==> config.mk <==
export PLATFORM = sky130hd
export DESIGN_NAME = uop_gate_arbiter
export DESIGN_NICKNAME = d
export VERILOG_FILES = /design/src/rtl/uop_gate_arbiter.sv
export SDC_FILE = /design/constraint.sdc
export NUM_CORES = 1
export LEC_CHECK = 0
export CAP_MARGIN = 20
export CELL_PAD_IN_SITES_DETAIL_PLACEMENT = 1
export CELL_PAD_IN_SITES_GLOBAL_PLACEMENT = 1
export CORE_UTILIZATION = 34
export CTS_BUF_LIST = sky130_fd_sc_hd__clkbuf_8 sky130_fd_sc_hd__clkbuf_16
export CTS_CLUSTER_DIAMETER = 150
export DETAILED_ROUTE_END_ITERATION = 8
export HOLD_SLACK_MARGIN = 0.03
export PLACE_DENSITY = 0.85
export SLEW_MARGIN = 5
export SYNTH_ARGS = -nofsm -noshare
export SYNTH_HDL_FRONTEND = slang
export SYNTH_SLANG_ARGS = --single-unit
==> constraint.sdc <==
create_clock -name clk -period 2.45 [get_ports clk]
set_input_delay 0.49 -clock clk [delete_from_list [all_inputs] [get_ports clk]]
set_output_delay 0.49 -clock clk [all_outputs]
set_load 0.1 [all_outputs]
==> src/rtl/uop_gate_arbiter.sv <==
// Round-robin arbiter sharing one AND/NAND gate among N requesters: IDLE -> EXEC -> RESP, one op per 3 cycles.
// Define UOP_GATE_ARB_STATS_EN to add saturating per-requester grant counters on gnt_cnt.
module uop_gate_arbiter #(
    parameter int N     = 4,
    parameter int CNT_W = 8
) (
    input  logic               clk,
    input  logic               reset,
    input  logic [N-1:0]       req,
    input  logic [N-1:0]       op,
    input  logic [N-1:0]       x,
    input  logic [N-1:0]       y,
    output logic [N-1:0]       gnt,
    output logic               z,
    output logic               done,
`ifdef UOP_GATE_ARB_STATS_EN
    output logic [N*CNT_W-1:0] gnt_cnt,
`endif
    output logic               busy
);

    localparam int PW = $clog2(N);

    typedef enum logic [1:0] {
        S_IDLE = 2'd0,
        S_EXEC = 2'd1,
        S_RESP = 2'd2
    } state_t;

    state_t        state_q, state_d;
    logic [PW-1:0] ptr_q, ptr_d;
    logic [PW-1:0] win_q, win_d;
    logic [N-1:0]  gnt_q, gnt_d;
    logic          op_q, op_d;
    logic          x_q, x_d;
    logic          y_q, y_d;
    logic          z_q, z_d;
    logic          done_q, done_d;

    // First set bit at or above p, wrapping past N-1 back to 0.
    function automatic logic [PW-1:0] rr_pick(input logic [N-1:0] r, input logic [PW-1:0] p);
        logic [PW-1:0] sel;
        logic [PW-1:0] idx;
        logic          found;
        sel   = '0;
        found = 1'b0;
        for (int k = 0; k < N; k++) begin
            idx = PW'((int'(p) + k) % N);
            if (!found && r[idx]) begin
                found = 1'b1;
                sel   = idx;
            end
        end
        return sel;
    endfunction

    always_comb begin
        state_d = state_q;
        ptr_d   = ptr_q;
        win_d   = win_q;
        gnt_d   = gnt_q;
        op_d    = op_q;
        x_d     = x_q;
        y_d     = y_q;
        z_d     = z_q;
        done_d  = 1'b0;
        case (state_q)
            S_IDLE: begin
                if (|req) begin
                    win_d        = rr_pick(req, ptr_q);
                    gnt_d        = '0;
                    gnt_d[win_d] = 1'b1;
                    op_d         = op[win_d];
                    x_d          = x[win_d];
                    y_d          = y[win_d];
                    state_d      = S_EXEC;
                end
            end
            S_EXEC: begin
                z_d     = op_q ? ~(x_q & y_q) : (x_q & y_q);
                done_d  = 1'b1;
                state_d = S_RESP;
            end
            S_RESP: begin
                gnt_d   = '0;
                ptr_d   = (win_q == PW'(N - 1)) ? '0 : win_q + PW'(1);
                state_d = S_IDLE;
            end
            default: begin
                state_d = S_IDLE;
            end
        endcase
    end

    always_ff @(posedge clk) begin
        if (reset) begin
            state_q <= S_IDLE;
            ptr_q   <= '0;
            win_q   <= '0;
            gnt_q   <= '0;
            op_q    <= 1'b0;
            x_q     <= 1'b0;
            y_q     <= 1'b0;
            z_q     <= 1'b0;
            done_q  <= 1'b0;
        end else begin
            state_q <= state_d;
            ptr_q   <= ptr_d;
            win_q   <= win_d;
            gnt_q   <= gnt_d;
            op_q    <= op_d;
            x_q     <= x_d;
            y_q     <= y_d;
            z_q     <= z_d;
            done_q  <= done_d;
        end
    end

    assign gnt  = gnt_q;
    assign z    = z_q;
    assign done = done_q;
    assign busy = (state_q != S_IDLE);

`ifdef UOP_GATE_ARB_STATS_EN
    logic [CNT_W-1:0] cnt_q [N];

    always_ff @(posedge clk) begin
        if (reset) begin
            for (int i = 0; i < N; i++) begin
                cnt_q[i] <= '0;
            end
        end else if (state_q == S_RESP && cnt_q[win_q] != '1) begin
            cnt_q[win_q] <= cnt_q[win_q] + CNT_W'(1);
        end
    end

    for (genvar g = 0; g < N; g++) begin : g_cnt_out
        assign gnt_cnt[g*CNT_W +: CNT_W] = cnt_q[g];
    end
`endif

endmodule

==> results list <==
- The HPWL after detailed placement is around 1400 um.
- Port buffering added 24 buffers.
* Data arrival, critical path: roughly 2.2 ns
- Leading cell types by count after synthesis: sky130_fd_sc_hd__dfxtp_1, sky130_fd_sc_hd__a21oi_1, sky130_fd_sc_hd__mux2i_1, sky130_fd_sc_hd__nor2_1
- Peak per-stage delay on the critical path: around 0.5 ns
* Num Clock Sinks: 15
- The post-route netlist has roughly 11% of its cells at a drive strength greater than 1.
- Maximum capacitance violations: 0
- After synthesis, flip-flops and latches occupy between 40% and 50% of the total area.
- In this run the most critical hold path is launched from win_q[1]$_SDFFE_PP0P_.
- Reg2Reg Depth: 5
- In this run, the number of DRC markers left after iteration 0 of detailed routing was 10.
- Worst setup SP type: primary input
- Actual transition at the worst max-transition pin: around 0.45 ns
- Crit path max fanout: 11
- Biggest area consumer among synthesized cells: sky130_fd_sc_hd__dfxtp_1
- Family with the most delay on the worst path: compound AO/OA/AOI/OAI gates
- Top post-synthesis cells by area: sky130_fd_sc_hd__dfxtp_1, sky130_fd_sc_hd__mux2i_1, sky130_fd_sc_hd__a21oi_1, sky130_fd_sc_hd__nand3_1, sky130_fd_sc_hd__nor2_1
* Count of vias placed by the detailed router: between 600 and 700
- Tcrit/Tclk final: between 80% and 90%
- The endpoint identified for the worst register-to-register timing path is op_q$_SDFFE_PP0P_.
- Net switching power of the design: approximately 220 uW
- Measured against its own limit, the worst slew margin works out to between 60 and 70%.
* GPL Wtd Cong: ~0.76
* Number of pins with negative max-slew slack in the final report: 0
- The via count of the first global-routing pass is 679.
* Clock buffer count from CTS: 3
- Number of enable-type register cells in the synthesized netlist: 0
- Buffers added to address setup during post-CTS repair amount to 0.
- In the final timing run, aggregate negative setup slack is 0 ns.
- Combinational logic is responsible for 30.0% of the overall power.
- Unrepaired setup endpoints after global routing: no
* Final ANT Viol Nets: 0
- Required time reported for the critical path endpoint: between 2 and 3 ns
* Ordered cell list for the critical path: clkdlybuf4s50_1 > or2b_1 > a21oi_1 > a211o_1 > mux2i_1 > o221ai_1
- Avg Inst Size Synth: ~8.7 um2
- Maximum number of pins on one net before global-route repair: 14
- Timing analysis after detailed placement gives a worst setup slack of approximately 0.12 ns.
- Yosys warning total: 0
- Average wire per standard cell: 13.54 um
* Reg power frac: roughly two fifths
* Synth Net Count: between 100 and 150
* Most frequently used flop master after synthesis: sky130_fd_sc_hd__dfxtp_1
- Share of synthesized registers carrying an async set or reset: 0%
- Initial cell density of the core: between 30 and 40%
- Number of placement rows: 16
- Hold buffers post-CTS: 0
- STA classifies the critical path endpoint as a register.
* Hold crit path type: register to register
- Area of the core: about 0.002 mm2
- After synthesis the cells add up to between 700 and 800 um2.
* Number of antenna violations at the first check in global routing: 0
- Power density of the placed cells: 657.0 mW/mm2
* Clock root buffer: sky130_fd_sc_hd__clkbuf_8
- Diode count: 0
* Outcome: complete, no violations
- Die span in y: 48.36 um
- The die is between 40 and 50 um wide.
- Synth Instances: between 80 and 90
- At the end of the flow, the number of nets in the layout was roughly 130.
* Clock transition at path regs: around 0.06 ns
* Yosys cell types: 27
- Internal portion of total power: 449.1 uW
* Clock skew: 0.002539 ns
- Number of cells on the worst hold path: 2
* Worst skew pair latency: 0.24 ns
* Dpl cells: between 100 and 150
- Detailed-routing iteration count for the pre-antenna-repair pass: 4
* Worst path slowest cell: sky130_fd_sc_hd__clkdlybuf4s50_1
- Achievable clock frequency: about 480 MHz
* Worst flop-to-flop path startpoint: ptr_q[0]$_SDFFE_PP0P_
- The count of cells in the finished layout, fillers not included, comes to 136.
* Most common cell in the synthesized netlist: sky130_fd_sc_hd__dfxtp_1
* GRT Total Usage: ~17%
- Setup slack on the critical path of the routed design comes to around 0.38 ns.
* Final setup violation count: 0
* Number of storage elements in the synthesis netlist: 15
- TritonCTS built the clock tree.
- Reg2Reg Setup Slack: slightly above 0.8 ns
- Lkg Pwr: between 0.4 and 0.5 nW
* Final Hold Fails: 0
* Overflow left after global routing: 0
* Highest ir drop seen on vdd: 410.4 uV
* Total Wirelength: approximately 1800 um
- In this run switching power makes up about a third of total power.
* Vias per std cell: 5.140
- For this run, design rule violations remaining after detail routing come to 0.
* Die area: about 0.0023 mm2
- Clock network fraction of design power: between 20% and 30%
- Number of buffers and inverters on the critical path: 1
- Area growth from synthesis to layout: 39.04%
* Class of the most critical setup path: primary input to register
- Count of boundary I/O pins: 25
- The share of synthesized area in the top cell type comes to 41.10%.
* Min-Delay Endpoint: win_q[1]$_SDFFE_PP0P_
- Counting along the longest clock path gives a buffer depth of 2.
- Cells resized by post-CTS repair: 0
* Number of levels the H-tree was split into: 1
- The smallest clock period supported by the final layout is computed as 2.066 ns.
- The first global-routing pass estimated between 3000 and 4000 um of wire.
[area by class of cell]
type                       count  area (um2)
clock buffer                   3       41.29
clock inverter                 1       3.754
fill                         235       965.9
inverter                       3       11.26
multi-input combinational     62       395.4
sequential                    15       300.3
tap                           27       33.78
timing repair buffer          25       230.2
[registers in the layout, indices dropped and copies added (netlist names)]
signal   cells
x_q          1
ptr_q        2
op_q         1
gnt          4
z            1
win_q        2
done         1
state_q      2
y_q          1
[stage by stage]
step / instance area (um2) / util (%) / total power [mW] / hold WS (ns)
floorplan: 730.7 / - / 0.4228 / 0.4400
finish: 1016 / 51.26 / 0.6675 / 0.4634
global placement: 970.9 / 48.99 / 0.4769 / 0.4479
detailed placement: 970.9 / 48.99 / 0.4816 / 0.4578
CTS: 1016 / 51.26 / 0.6771 / 0.4662
global route: 1016 / 51.26 / 0.7037 / 0.4826
[worst register-to-register path, cell delays in order (launching register included)]
cell and delay (ns):
sky130_fd_sc_hd__dfxtp_1 0.33, sky130_fd_sc_hd__or2b_1 0.24, sky130_fd_sc_hd__a21oi_1 0.15, sky130_fd_sc_hd__a211o_1 0.40
sky130_fd_sc_hd__mux2i_1 0.25, sky130_fd_sc_hd__o221ai_1 0.14
[worst max path at each step]
| stage | from | endpoint | slack, ns | cells past startpoint |
|---|---|---|---|---|
| floorplan | state_q[1]$_SDFFE_PP0P_ | gnt[3]$_SDFFE_PP0P_ | 0.62 | 6 |
| global placement | req[0] | x_q$_SDFFE_PP0P_ | 0.19 | 6 |
| detailed placement | req[0] | op_q$_SDFFE_PP0P_ | 0.12 | 6 |
| CTS | req[0] | op_q$_SDFFE_PP0P_ | 0.37 | 6 |
| global route | req[0] | op_q$_SDFFE_PP0P_ | 0.22 | 6 |
| finish | req[0] | op_q$_SDFFE_PP0P_ | 0.38 | 6 |
[cells by family after synthesis]
logic type	after synthesis	synth area share, %
buffers and inverters	7	4.794
xor gates and xnor gates	1	1.199
and+or+nand+nor	35	24.83
adders and majority gates	1	1.712
AOI/OAI and AO/OA	17	15.41
DFF	15	41.10
muxes	8	10.96
[cell usage in the layout, fill, tap and decap left out]
cell type / count
sky130_fd_sc_hd__nor2_1: 8
sky130_fd_sc_hd__o21a_1: 1
sky130_fd_sc_hd__a31o_2: 1
sky130_fd_sc_hd__dfxtp_1: 15
sky130_fd_sc_hd__nand3_1: 6
sky130_fd_sc_hd__a211o_1: 1
sky130_fd_sc_hd__nand2_1: 6
sky130_fd_sc_hd__nand3b_1: 3
sky130_fd_sc_hd__clkbuf_8: 3
sky130_fd_sc_hd__o31a_1: 1
sky130_fd_sc_hd__a21oi_1: 8
sky130_fd_sc_hd__buf_4: 8
sky130_fd_sc_hd__nor3_1: 2
sky130_fd_sc_hd__nor3b_1: 1
sky130_fd_sc_hd__or2_1: 1
sky130_fd_sc_hd__xnor2_1: 1
sky130_fd_sc_hd__nor2b_1: 3
sky130_fd_sc_hd__o22ai_1: 1
sky130_fd_sc_hd__clkdlybuf4s50_1: 17
sky130_fd_sc_hd__or3_1: 2
sky130_fd_sc_hd__mux2i_1: 8
sky130_fd_sc_hd__nand2b_1: 1
sky130_fd_sc_hd__o221ai_1: 3
sky130_fd_sc_hd__a31oi_1: 1
sky130_fd_sc_hd__or2b_1: 2
sky130_fd_sc_hd__inv_1: 4
sky130_fd_sc_hd__ha_1: 1
[layer usage]
metal,vias to the layer above,global-route usage (%),part of all wire (%)
met2,16,29.34,50
met1,332,20.90,44
met5,-,0,0
li1,347,-,-
met3,4,3.774,4.3
met4,0,7.353,1.6
[power by group through the flow]
stage | Combinational (mW) | Sequential, mW | Clock, mW
after global placement | 0.196 | 0.280 | 0
after floorplan | 0.0966 | 0.326 | 0
after CTS | 0.202 | 0.277 | 0.199
final | 0.200 | 0.276 | 0.191
after detailed placement | 0.200 | 0.282 | 0
after global routing | 0.214 | 0.279 | 0.210
Note: power is estimated with default switching activity, not from simulation.
